`src/rtl/program_loader_if.sv`:
```
// Interface for the boot program loader.
// Groups the UART byte stream, the reload strobe and the instruction RAM
// write port together with the loader status outputs.
//   master : stream source / RAM-side observer (drives rx_*, reload)
//   slave  : program_loader (drives wr_*/addr/data, core_run, load_err, words_loaded)
interface program_loader_if #(
  parameter int unsigned LOGWIDTH = 5
);
  logic                rx_valid;
  logic [7:0]          rx_data;
  logic                reload;
  logic                wr_en_instr;
  logic [31:0]         addr_in_instr;
  logic [31:0]         data_in_instr;
  logic                core_run;
  logic                load_err;
  logic [LOGWIDTH:0]   words_loaded;

  modport master (
    output rx_valid, rx_data, reload,
    input  wr_en_instr, addr_in_instr, data_in_instr, core_run, load_err, words_loaded
  );

  modport slave (
    input  rx_valid, rx_data, reload,
    output wr_en_instr, addr_in_instr, data_in_instr, core_run, load_err, words_loaded
  );
endinterface

```
`src/rtl/program_loader.sv`:
```
// Boot-time sequencer for the instruction RAM write port.
// Assembles little-endian 32-bit words from a UART byte stream: a 4-byte word
// count N followed by N words. Each word is written to consecutive instruction
// RAM word addresses; core_run is raised once the whole image is committed.
// Ports:
//   clk   : system clock, posedge
//   rstn  : synchronous active-low reset
//   bus   : program_loader_if.slave (rx_valid/rx_data/reload in;
//           wr_en_instr/addr_in_instr/data_in_instr/core_run/load_err/words_loaded out)
module program_loader #(
  parameter int unsigned MAX_WORDS = 32,
  parameter int unsigned LOGWIDTH  = 5
) (
  input  logic              clk,
  input  logic              rstn,
  program_loader_if.slave   bus
);

  typedef enum logic [1:0] {HEADER, LOAD, DONE, ERROR} state_e;

  state_e              state_q, state_d;
  logic [1:0]          byte_cnt_q, byte_cnt_d;
  // Only bytes 0..2 are stored; byte 3 is taken straight from rx_data.
  logic [23:0]         shift_q, shift_d;
  logic [LOGWIDTH-1:0] word_idx_q, word_idx_d;
  logic [LOGWIDTH:0]   n_q, n_d;
  logic                wr_en_q, wr_en_d;
  logic [31:0]         addr_q, addr_d;
  logic [31:0]         data_q, data_d;
  logic                core_run_q, core_run_d;
  logic                load_err_q, load_err_d;
  logic [LOGWIDTH:0]   words_q, words_d;

  logic [31:0]         word_w;
  logic                byte_ok;

  always_comb begin
    state_d    = state_q;
    byte_cnt_d = byte_cnt_q;
    shift_d    = shift_q;
    word_idx_d = word_idx_q;
    n_d        = n_q;
    wr_en_d    = 1'b0;
    addr_d     = addr_q;
    data_d     = data_q;
    core_run_d = (state_q == DONE);
    load_err_d = load_err_q;
    words_d    = words_q;

    word_w  = {bus.rx_data, shift_q};
    byte_ok = bus.rx_valid && ((state_q == HEADER) || (state_q == LOAD));

    if (bus.reload) begin
      // reload wins over a coincident byte and any write it would complete
      state_d    = HEADER;
      byte_cnt_d = '0;
      word_idx_d = '0;
      words_d    = '0;
      core_run_d = 1'b0;
      load_err_d = 1'b0;
    end else if (byte_ok) begin
      byte_cnt_d = byte_cnt_q + 2'd1;
      if (byte_cnt_q != 2'd3) begin
        shift_d[8*byte_cnt_q +: 8] = bus.rx_data;
      end else if (state_q == HEADER) begin
        word_idx_d = '0;
        words_d    = '0;
        if (word_w == 32'd0) begin
          state_d = DONE;
        end else if (word_w > 32'(MAX_WORDS)) begin
          state_d    = ERROR;
          load_err_d = 1'b1;
        end else begin
          state_d = LOAD;
          n_d     = word_w[LOGWIDTH:0];
        end
      end else begin
        wr_en_d                = 1'b1;
        addr_d                 = '0;
        addr_d[LOGWIDTH+1:2]   = word_idx_q;
        data_d                 = word_w;
        words_d                = {1'b0, word_idx_q} + (LOGWIDTH+1)'(1);
        // Last word: hold word_idx so it never passes MAX_WORDS-1.
        if (words_d == n_q) begin
          state_d = DONE;
        end else begin
          word_idx_d = word_idx_q + LOGWIDTH'(1);
        end
      end
    end
  end

  always_ff @(posedge clk) begin
    if (!rstn) begin
      state_q    <= HEADER;
      byte_cnt_q <= '0;
      shift_q    <= '0;
      word_idx_q <= '0;
      n_q        <= '0;
      wr_en_q    <= 1'b0;
      addr_q     <= '0;
      data_q     <= '0;
      core_run_q <= 1'b0;
      load_err_q <= 1'b0;
      words_q    <= '0;
    end else begin
      state_q    <= state_d;
      byte_cnt_q <= byte_cnt_d;
      shift_q    <= shift_d;
      word_idx_q <= word_idx_d;
      n_q        <= n_d;
      wr_en_q    <= wr_en_d;
      addr_q     <= addr_d;
      data_q     <= data_d;
      core_run_q <= core_run_d;
      load_err_q <= load_err_d;
      words_q    <= words_d;
    end
  end

  assign bus.wr_en_instr   = wr_en_q;
  assign bus.addr_in_instr = addr_q;
  assign bus.data_in_instr = data_q;
  assign bus.core_run      = core_run_q;
  assign bus.load_err      = load_err_q;
  assign bus.words_loaded  = words_q;

endmodule

```
`src/flat_wrapper.sv`:
```
// flat-port wrapper written by rule: the top's interface ports become plain ports
module program_loader_flat 
#(
  parameter int unsigned MAX_WORDS = 32,
  parameter int unsigned LOGWIDTH  = 5
)
  (clk, rstn, bus_rx_valid, bus_rx_data, bus_reload, bus_wr_en_instr, bus_addr_in_instr, bus_data_in_instr, bus_core_run, bus_load_err, bus_words_loaded);
  program_loader_if #(.LOGWIDTH(LOGWIDTH)) bus_i ();
  input  logic clk;
  input  logic rstn;
  input wire logic [$bits(bus_i.rx_valid)-1:0] bus_rx_valid;
  input wire logic [$bits(bus_i.rx_data)-1:0] bus_rx_data;
  input wire logic [$bits(bus_i.reload)-1:0] bus_reload;
  output wire logic [$bits(bus_i.wr_en_instr)-1:0] bus_wr_en_instr;
  output wire logic [$bits(bus_i.addr_in_instr)-1:0] bus_addr_in_instr;
  output wire logic [$bits(bus_i.data_in_instr)-1:0] bus_data_in_instr;
  output wire logic [$bits(bus_i.core_run)-1:0] bus_core_run;
  output wire logic [$bits(bus_i.load_err)-1:0] bus_load_err;
  output wire logic [$bits(bus_i.words_loaded)-1:0] bus_words_loaded;
  assign bus_i.rx_valid = bus_rx_valid;
  assign bus_i.rx_data = bus_rx_data;
  assign bus_i.reload = bus_reload;
  assign bus_wr_en_instr = bus_i.wr_en_instr;
  assign bus_addr_in_instr = bus_i.addr_in_instr;
  assign bus_data_in_instr = bus_i.data_in_instr;
  assign bus_core_run = bus_i.core_run;
  assign bus_load_err = bus_i.load_err;
  assign bus_words_loaded = bus_i.words_loaded;
  program_loader #(.MAX_WORDS(MAX_WORDS), .LOGWIDTH(LOGWIDTH)) u_core (.clk(clk), .rstn(rstn), .bus(bus_i));
endmodule
```
`config.mk`:
```
export PLATFORM = sky130hd
export DESIGN_NAME = program_loader_flat
export DESIGN_NICKNAME = d
export VERILOG_FILES = /design/src/rtl/program_loader_if.sv /design/src/rtl/program_loader.sv /design/src/flat_wrapper.sv
export SDC_FILE = /design/constraint.sdc
export NUM_CORES = 1
export LEC_CHECK = 0
export CAP_MARGIN = 20
export CORE_MARGIN = 2
export CORE_UTILIZATION = 50
export CTS_CLUSTER_DIAMETER = 60
export DETAILED_ROUTE_END_ITERATION = 16
export PLACE_DENSITY = 0.81
export RECOVER_POWER = 50
export SYNTH_ARGS = -nofsm -noshare
export SYNTH_HDL_FRONTEND = slang
export SYNTH_SLANG_ARGS = --single-unit
```
`constraint.sdc`:
```
create_clock -name clk -period 4.3 [get_ports clk]
set_clock_uncertainty 0.2 [all_clocks]
set_input_delay 0.645 -clock clk [delete_from_list [all_inputs] [get_ports clk]]
set_output_delay 0.645 -clock clk [all_outputs]
set_load 0.03 [all_outputs]
```
==> flow_metrics.py, run 1 <==
metrics = {
    "run_status": {
        "status": "finished, final reports clean",
    },
    "synthesis": {
        "synth_cells": 448,
        "netlist.area_leader.share": 0.447,
        "ys_ff_latch": 85,
        "ys_seq_area_frac": 0.447,
        "yosys.area.top_type": "dfxtp_1",
        "syn_area_um2": 3810,
        "synth_area_leaders": "dfxtp_1, a21boi_0, nand2_1, buf_4, nand3_1",
        "synth_warnings": 0,
        "synth.distinct_cells": 45,
        "avgSynthCellArea_um2": 8.50,
    },
    "global_routing": {
        "grt_pass1_wl_mm": 14.8,
        "grt_max_degree": 60,
        "grt_pass1_vias": 3021,
        "track_usage": 0.222,
        "grt-ovfl-total": 0,
        "antenna_found_initial": 0,
    },
    "place": {
        "postPlaceCellArea_um2": 4340,
        "place_inst": 583,
        "place_congestion": 0.852,
        "io_buffers": 57,
        "place_ws_ns": 1.28,
        "dp_hpwl_mm": 6.14,
    },
    "worst_hold_path": {
        "min_path_type": "register to register",
    },
    "critical_path": {
        "crit_buf_inv": 3,
        "worstPathRequired_ns": 4.38,
        "cpPeakStageDelay_ns": 0.69,
        "crit_chain": "dlygate4sd3_1, nand3b_1, clkbuf_1, or3_1, buf_4, nand2_1, a21boi_0",
        "cp_data_arrival_time_ns": 3.16,
        "crit_fanout": 24,
        "cpLargestDelayFamily": "buffers and inverters",
        "crit_type": "input port to register",
        "start_kind": "input port",
        "end_kind": "register",
        "worst_path_max_delay_cell": "clkbuf_1",
    },
    "cells_and_area": {
        "multi_input_area_um2": 1910,
        "fillers": 620,
        "ff_latch_area_um2": 1700,
        "layout_commonest_cell": "nand2_1",
        "final_nets": 513,
        "antennaDiodeCount": 0,
        "final_cells": 599,
        "syn2layout_area_growth_pct": 21.1,
        "drive_gt1_frac": 0.0460,
        "stdcell_area_um2": 4610,
        "final_cell_mix": "nand2_1, dfxtp_1, a21boi_0",
    },
    "route": {
        "drt_iter0_drc": 212,
        "avgRoutedWirePerCell_um": 14.7,
        "vias_per_cell": 5.40,
        "drcViolationCount": 0,
        "vias": 3233,
        "drtAntennaViolNets": 0,
        "dr.pass1.iters": 5,
        "wirelength_mm": 8.81,
    },
    "die": {
        "die_h_um": 91.3,
        "row_count": 31,
        "die-width_um": 91.3,
        "start_util": 0.520,
        "fp.coreArea_um2": 7330,
        "die-area_um2": 8330,
        "ios": 85,
    },
    "clock_tree": {
        "clockBufferDepth": 2,
        "cts_setup_buffers": 0,
        "clk_pin_slew_ns": 0.08,
        "cts_resized": 0,
        "cts_max_level": 3,
        "postCtsHoldBufs": 0,
        "cts_root_buf": "clkbuf_8",
        "cts_tree": "done",
        "cts.sinks": 85,
        "clock_insertion_delay_worst_skew_ns": 0.36,
        "cts_made_buffers": 9,
    },
    "timing": {
        "post-route-period-util": 0.717,
        "hold_viol_final": 0,
        "final_max_slew_viol_count": 0,
        "fmax_ghz": 0.325,
        "worst_slack_ns": 1.22,
        "period_needed_ns": 3.08,
        "maxSlewHeadroom": 0.275,
        "fin_setup_tns_ns": 0,
        "whs_ns": 0.260,
        "rsz0062_at_grt": "no",
        "worst_slew_pin_slew_ns": 1.06,
        "setup_viol": 0,
    },
    "power_and_ir_drop": {
        "power_per_cell_area_nw_per_um2": 355,
        "total_leakage_power_nw": 1.70,
        "ir_drop_v": 0.000233,
    },
    "flow_run": {
        "max_cap_viol_count": 0,
    },
}
-- logic make-up after synthesis --
group	synth area share
AO/OA/AOI/OAI	0.179
XOR/XNOR	0.0253
adder cells (fa/ha/maj)	0.0197
buffers and inverters	0.0798
flip-flops	0.447
multiplexers	0.0158
other	0.000985
AND/OR/NAND/NOR	0.232
-- cell type report --
type,instances,area share
multi-input combinational,335,0.413
sequential,85,0.369
timing repair buffer,61,0.129
clock buffer,10,0.0299
clock inverter,6,0.0290
tap,99,0.0269
inverter,3,0.00244
-- tightest hold or removal path: cells and delay by family (launching register included) --
family	cells	cell delay, ns
AO/OA/AOI/OAI	1	0.06
flip-flops	1	0.31
AND/OR/NAND/NOR	1	0.04
-- power breakdown --
group          internal [mW]  switching (mW)
clock network          0.460           0.282
registers              0.790         0.00569
logic                 0.0286          0.0705
total                   1.28           0.358
-- final timing paths --
path	start	end	slack, ns	depth (start not counted)
worst max register to register	u_core.byte_cnt_q[0]$_SDFFE_PP0P_	u_core.n_q[5]$_SDFFE_PN0P_	1.44	7
worst max-delay path	bus_rx_valid	u_core.bus.addr_in_instr[3]$_SDFFE_PN0P_	1.22	7
worst min-delay path	u_core.bus.addr_in_instr[2]$_SDFFE_PN0P_	u_core.bus.addr_in_instr[2]$_SDFFE_PN0P_	0.26	2
worst min register to register	u_core.bus.addr_in_instr[2]$_SDFFE_PN0P_	u_core.bus.addr_in_instr[2]$_SDFFE_PN0P_	0.26	2
-- per-layer routing --
layer	vias up	wire length (µm)	GRT usage
met4	0	157	0.101
met5	-	0	0
met3	16	491	0.0332
met1	1523	4020	0.304
li1	1574	-	-
met2	120	4140	0.346
-- synthesized netlist by cell type, drive strengths merged --
master,n
nand3b,1
o21a,1
xor2,4
mux2i,6
ha,6
or4,1
a211o,1
a21boi,62
and3,1
a22oi,2
o22ai,3
a31o,1
or3,2
a31oi,2
a211oi,1
o41ai,1
nor4,7
nor2,13
nor3,6
nand3,28
and2,4
buf,28
or2,1
dfxtp,85
or3b,1
o2111ai,1
a2111o,1
xnor2,7
nor3b,6
a2111oi,3
nand2,109
clkbuf,23
nand2b,1
o21bai,1
nand4,5
nor2b,8
a21oi,7
conb,1
inv,3
o31ai,1
o21ai,3
-- state kept, by name, indices dropped and copies added, names as in the netlist --
name                      flops
u_core.bus.addr_in_instr      5
u_core.bus.core_run           1
u_core.bus.data_in_instr     32
u_core.bus.load_err           1
u_core.bus.words_loaded       6
u_core.bus.wr_en_instr        1
u_core.byte_cnt_q             2
u_core.n_q                    6
u_core.shift_q               24
u_core.state_q                2
u_core.word_idx_q             5
-- through the flow --
step,utilization,power (mW)
after floorplan,-,0.903
after global placement,0.592,0.910
after detailed placement,0.592,0.912
after CTS,0.629,1.65
after global routing,0.629,1.69
final,0.629,1.64
No activity file was read; power rests on OpenSTA's default activity.
==> inputs of run 2 (changes only) <==
==> constraint.sdc (replaced) <==
create_clock -name clk -period 3.1 [get_ports clk]
set_clock_uncertainty 0.2 [all_clocks]
set_input_delay 0.465 -clock clk [delete_from_list [all_inputs] [get_ports clk]]
set_output_delay 0.465 -clock clk [all_outputs]
set_load 0.03 [all_outputs]
==> flow_metrics.py, run 2 (same netlist as run 1, synthesis figures left out) <==
metrics = {
    "timing": {
        "fmax_ghz": 0.375,
        "maxSlewHeadroom": 0.416,
        "period_needed_ns": 2.67,
        "worst_slew_pin_slew_ns": 0.873,
        "post-route-period-util": 0.861,
        "setup_viol": 0,
        "fin_setup_tns_ns": 0,
        "hold_viol_final": 0,
        "final_max_slew_viol_count": 0,
        "rsz0062_at_grt": "no",
    },
    "place": {
        "dp_hpwl_mm": 6.30,
        "postPlaceCellArea_um2": 4450,
        "io_buffers": 57,
        "place_congestion": 0.926,
    },
    "cells_and_area": {
        "stdcell_area_um2": 4650,
        "syn2layout_area_growth_pct": 22.2,
        "final_nets": 527,
        "layout_commonest_cell": "nand2_1",
        "largest_register_ffs": 32,
        "utilization": 0.635,
        "ff_latch_area_um2": 1700,
        "multi_input_area_um2": 1910,
        "fillers": 641,
        "antennaDiodeCount": 0,
        "drive_gt1_frac": 0.0661,
        "final_cell_mix": "nand2_1, dfxtp_1, a21boi_0",
    },
    "global_routing": {
        "grt-ovfl-total": 0,
        "track_usage": 0.222,
        "grt_pass1_vias": 2996,
        "grt_pass1_wl_mm": 14.8,
        "antenna_found_initial": 0,
        "grt_max_degree": 68,
    },
    "clock_tree": {
        "clockBufferDepth": 2,
        "clk_pin_slew_ns": 0.08,
        "clock_insertion_delay_worst_skew_ns": 0.36,
        "cts.sinks": 85,
        "cts_resized": 0,
        "cts_setup_buffers": 0,
        "cts_tree": "done",
        "cts_max_level": 3,
        "postCtsHoldBufs": 0,
        "cts_made_buffers": 9,
        "cts_root_buf": "clkbuf_8",
    },
    "power_and_ir_drop": {
        "power_per_cell_area_nw_per_um2": 457,
        "internal_power_mw": 1.61,
        "total_leakage_power_nw": 1.73,
        "p_sw_frac": 0.245,
        "p_clk_frac": 0.411,
        "ir_drop_v": 0.000252,
        "p_sw_uw": 522,
        "combPwrFrac": 0.069,
        "p_total_mw": 2.13,
        "seqPwrFrac": 0.519,
    },
    "critical_path": {
        "cpPeakStageDelay_ns": 0.66,
        "ff2ff_setup_slack_ns": 0.43,
        "crit_type": "register to register",
        "cp_data_arrival_time_ns": 2.74,
        "worst_path_max_delay_cell": "clkbuf_1",
        "crit-reg2reg-launch": "u_core.byte_cnt_q[0]$_SDFFE_PP0P_",
        "crit_chain": "ha_1, nand3b_1, clkbuf_1, or3_1, clkbuf_2, nand2_1, a21boi_0",
        "crit_fanout": 23,
        "worstPathRequired_ns": 3.17,
        "ff2ff_path_depth": 7,
        "start_kind": "register",
        "r2r_end": "u_core.bus.data_in_instr[26]$_SDFFE_PN0P_",
        "end_kind": "register",
    },
    "run_status": {
        "status": "finished, final reports clean",
    },
    "die": {
        "die-area_um2": 8330,
        "die-width_um": 91.3,
        "die_h_um": 91.3,
        "start_util": 0.520,
        "fp.coreArea_um2": 7330,
        "ios": 85,
        "row_count": 31,
    },
    "route": {
        "drcViolationCount": 0,
        "vias_per_cell": 5.31,
        "vias": 3254,
        "avgRoutedWirePerCell_um": 14.4,
        "drtAntennaViolNets": 0,
        "drt_iter0_drc": 236,
        "wirelength_mm": 8.84,
        "dr.pass1.iters": 4,
    },
    "worst_hold_path": {
        "whs_path_depth": 2,
        "min_path_type": "register to register",
        "hp-start": "u_core.bus.words_loaded[5]$_SDFFE_PP0P_",
        "hold_end": "u_core.bus.words_loaded[5]$_SDFFE_PP0P_",
    },
    "flow_run": {
        "max_cap_viol_count": 0,
    },
}
-- run 2: changes by cell type in the layout (fill, tap and decap cells not counted) --
cell | previous run | this run
clkbuf_1 | 1 | 4
buf_4 | 3 | 13
clkdlybuf4s50_1 | 8 | 10
clkbuf_2 | 0 | 2
inv_6 | 0 | 2
bufinv_16 | 4 | 2
clkinv_2 | 1 | 0
clkbuf_8 | 10 | 9
dlygate4sd3_1 | 49 | 47
clkinvlp_4 | 0 | 1
-- run 2: power by group through the flow --
stage          Combinational, mW  Sequential (mW)  Clock, mW
2_1_floorplan              0.126             1.13          0
3_3_place_gp               0.143             1.13          0
3_5_place_dp               0.146             1.13          0
4_1_cts                    0.147             1.10      0.884
5_1_grt                    0.159             1.11      0.926
6_report                   0.148             1.10      0.875
-- run 2: routing by layer --
layer / share of wire / vias to the layer above / global-route usage
met5: 0 / - / 0
met4: 0.016 / 0 / 0.0884
met3: 0.069 / 11 / 0.0365
met2: 0.44 / 130 / 0.333
met1: 0.47 / 1514 / 0.319
li1: - / 1599 / -
-- run 2: how the worst max path moves through the flow --
stage | from | to | cells past startpoint
4_1_cts | u_core.shift_q[1]$_SDFFE_PN0P_ | u_core.n_q[3]$_SDFFE_PN0P_ | 5
6_report | u_core.byte_cnt_q[0]$_SDFFE_PP0P_ | u_core.bus.data_in_instr[26]$_SDFFE_PN0P_ | 7
2_1_floorplan | u_core.shift_q[1]$_SDFFE_PN0P_ | u_core.n_q[0]$_SDFFE_PN0P_ | 5
3_5_place_dp | bus_rx_valid | u_core.shift_q[3]$_SDFFE_PN0P_ | 6
3_3_place_gp | bus_rx_valid | u_core.shift_q[2]$_SDFFE_PN0P_ | 6
5_1_grt | u_core.byte_cnt_q[0]$_SDFFE_PP0P_ | u_core.bus.data_in_instr[6]$_SDFFE_PN0P_ | 7
-- run 2: layout make-up --
class | count | area share
Multi-Input combinational cell | 335 | 0.410
Sequential cell | 85 | 0.366
Timing Repair Buffer | 75 | 0.148
Clock buffer | 10 | 0.0274
Tap cell | 99 | 0.0266
Clock inverter | 6 | 0.0202
Inverter | 3 | 0.00242
-- run 2: stage by stage --
step                      std cells  worst slack [ns]  hold WS [ns]
after CTS                       613             0.462         0.268
after detailed placement        597             0.291         0.256
after global placement          597             0.395         0.242
final                           613             0.432         0.259
after floorplan                 474             0.656         0.244
after global routing            613             0.199         0.279
-- run 2: worst max-delay path, delay by kind of cell (launching register included) --
family          cells  cell delay (ns)
flops               1             0.38
fa+ha+maj           1             0.25
simple gates        3             0.44
buf+inv             2             1.07
compound gates      1             0.22
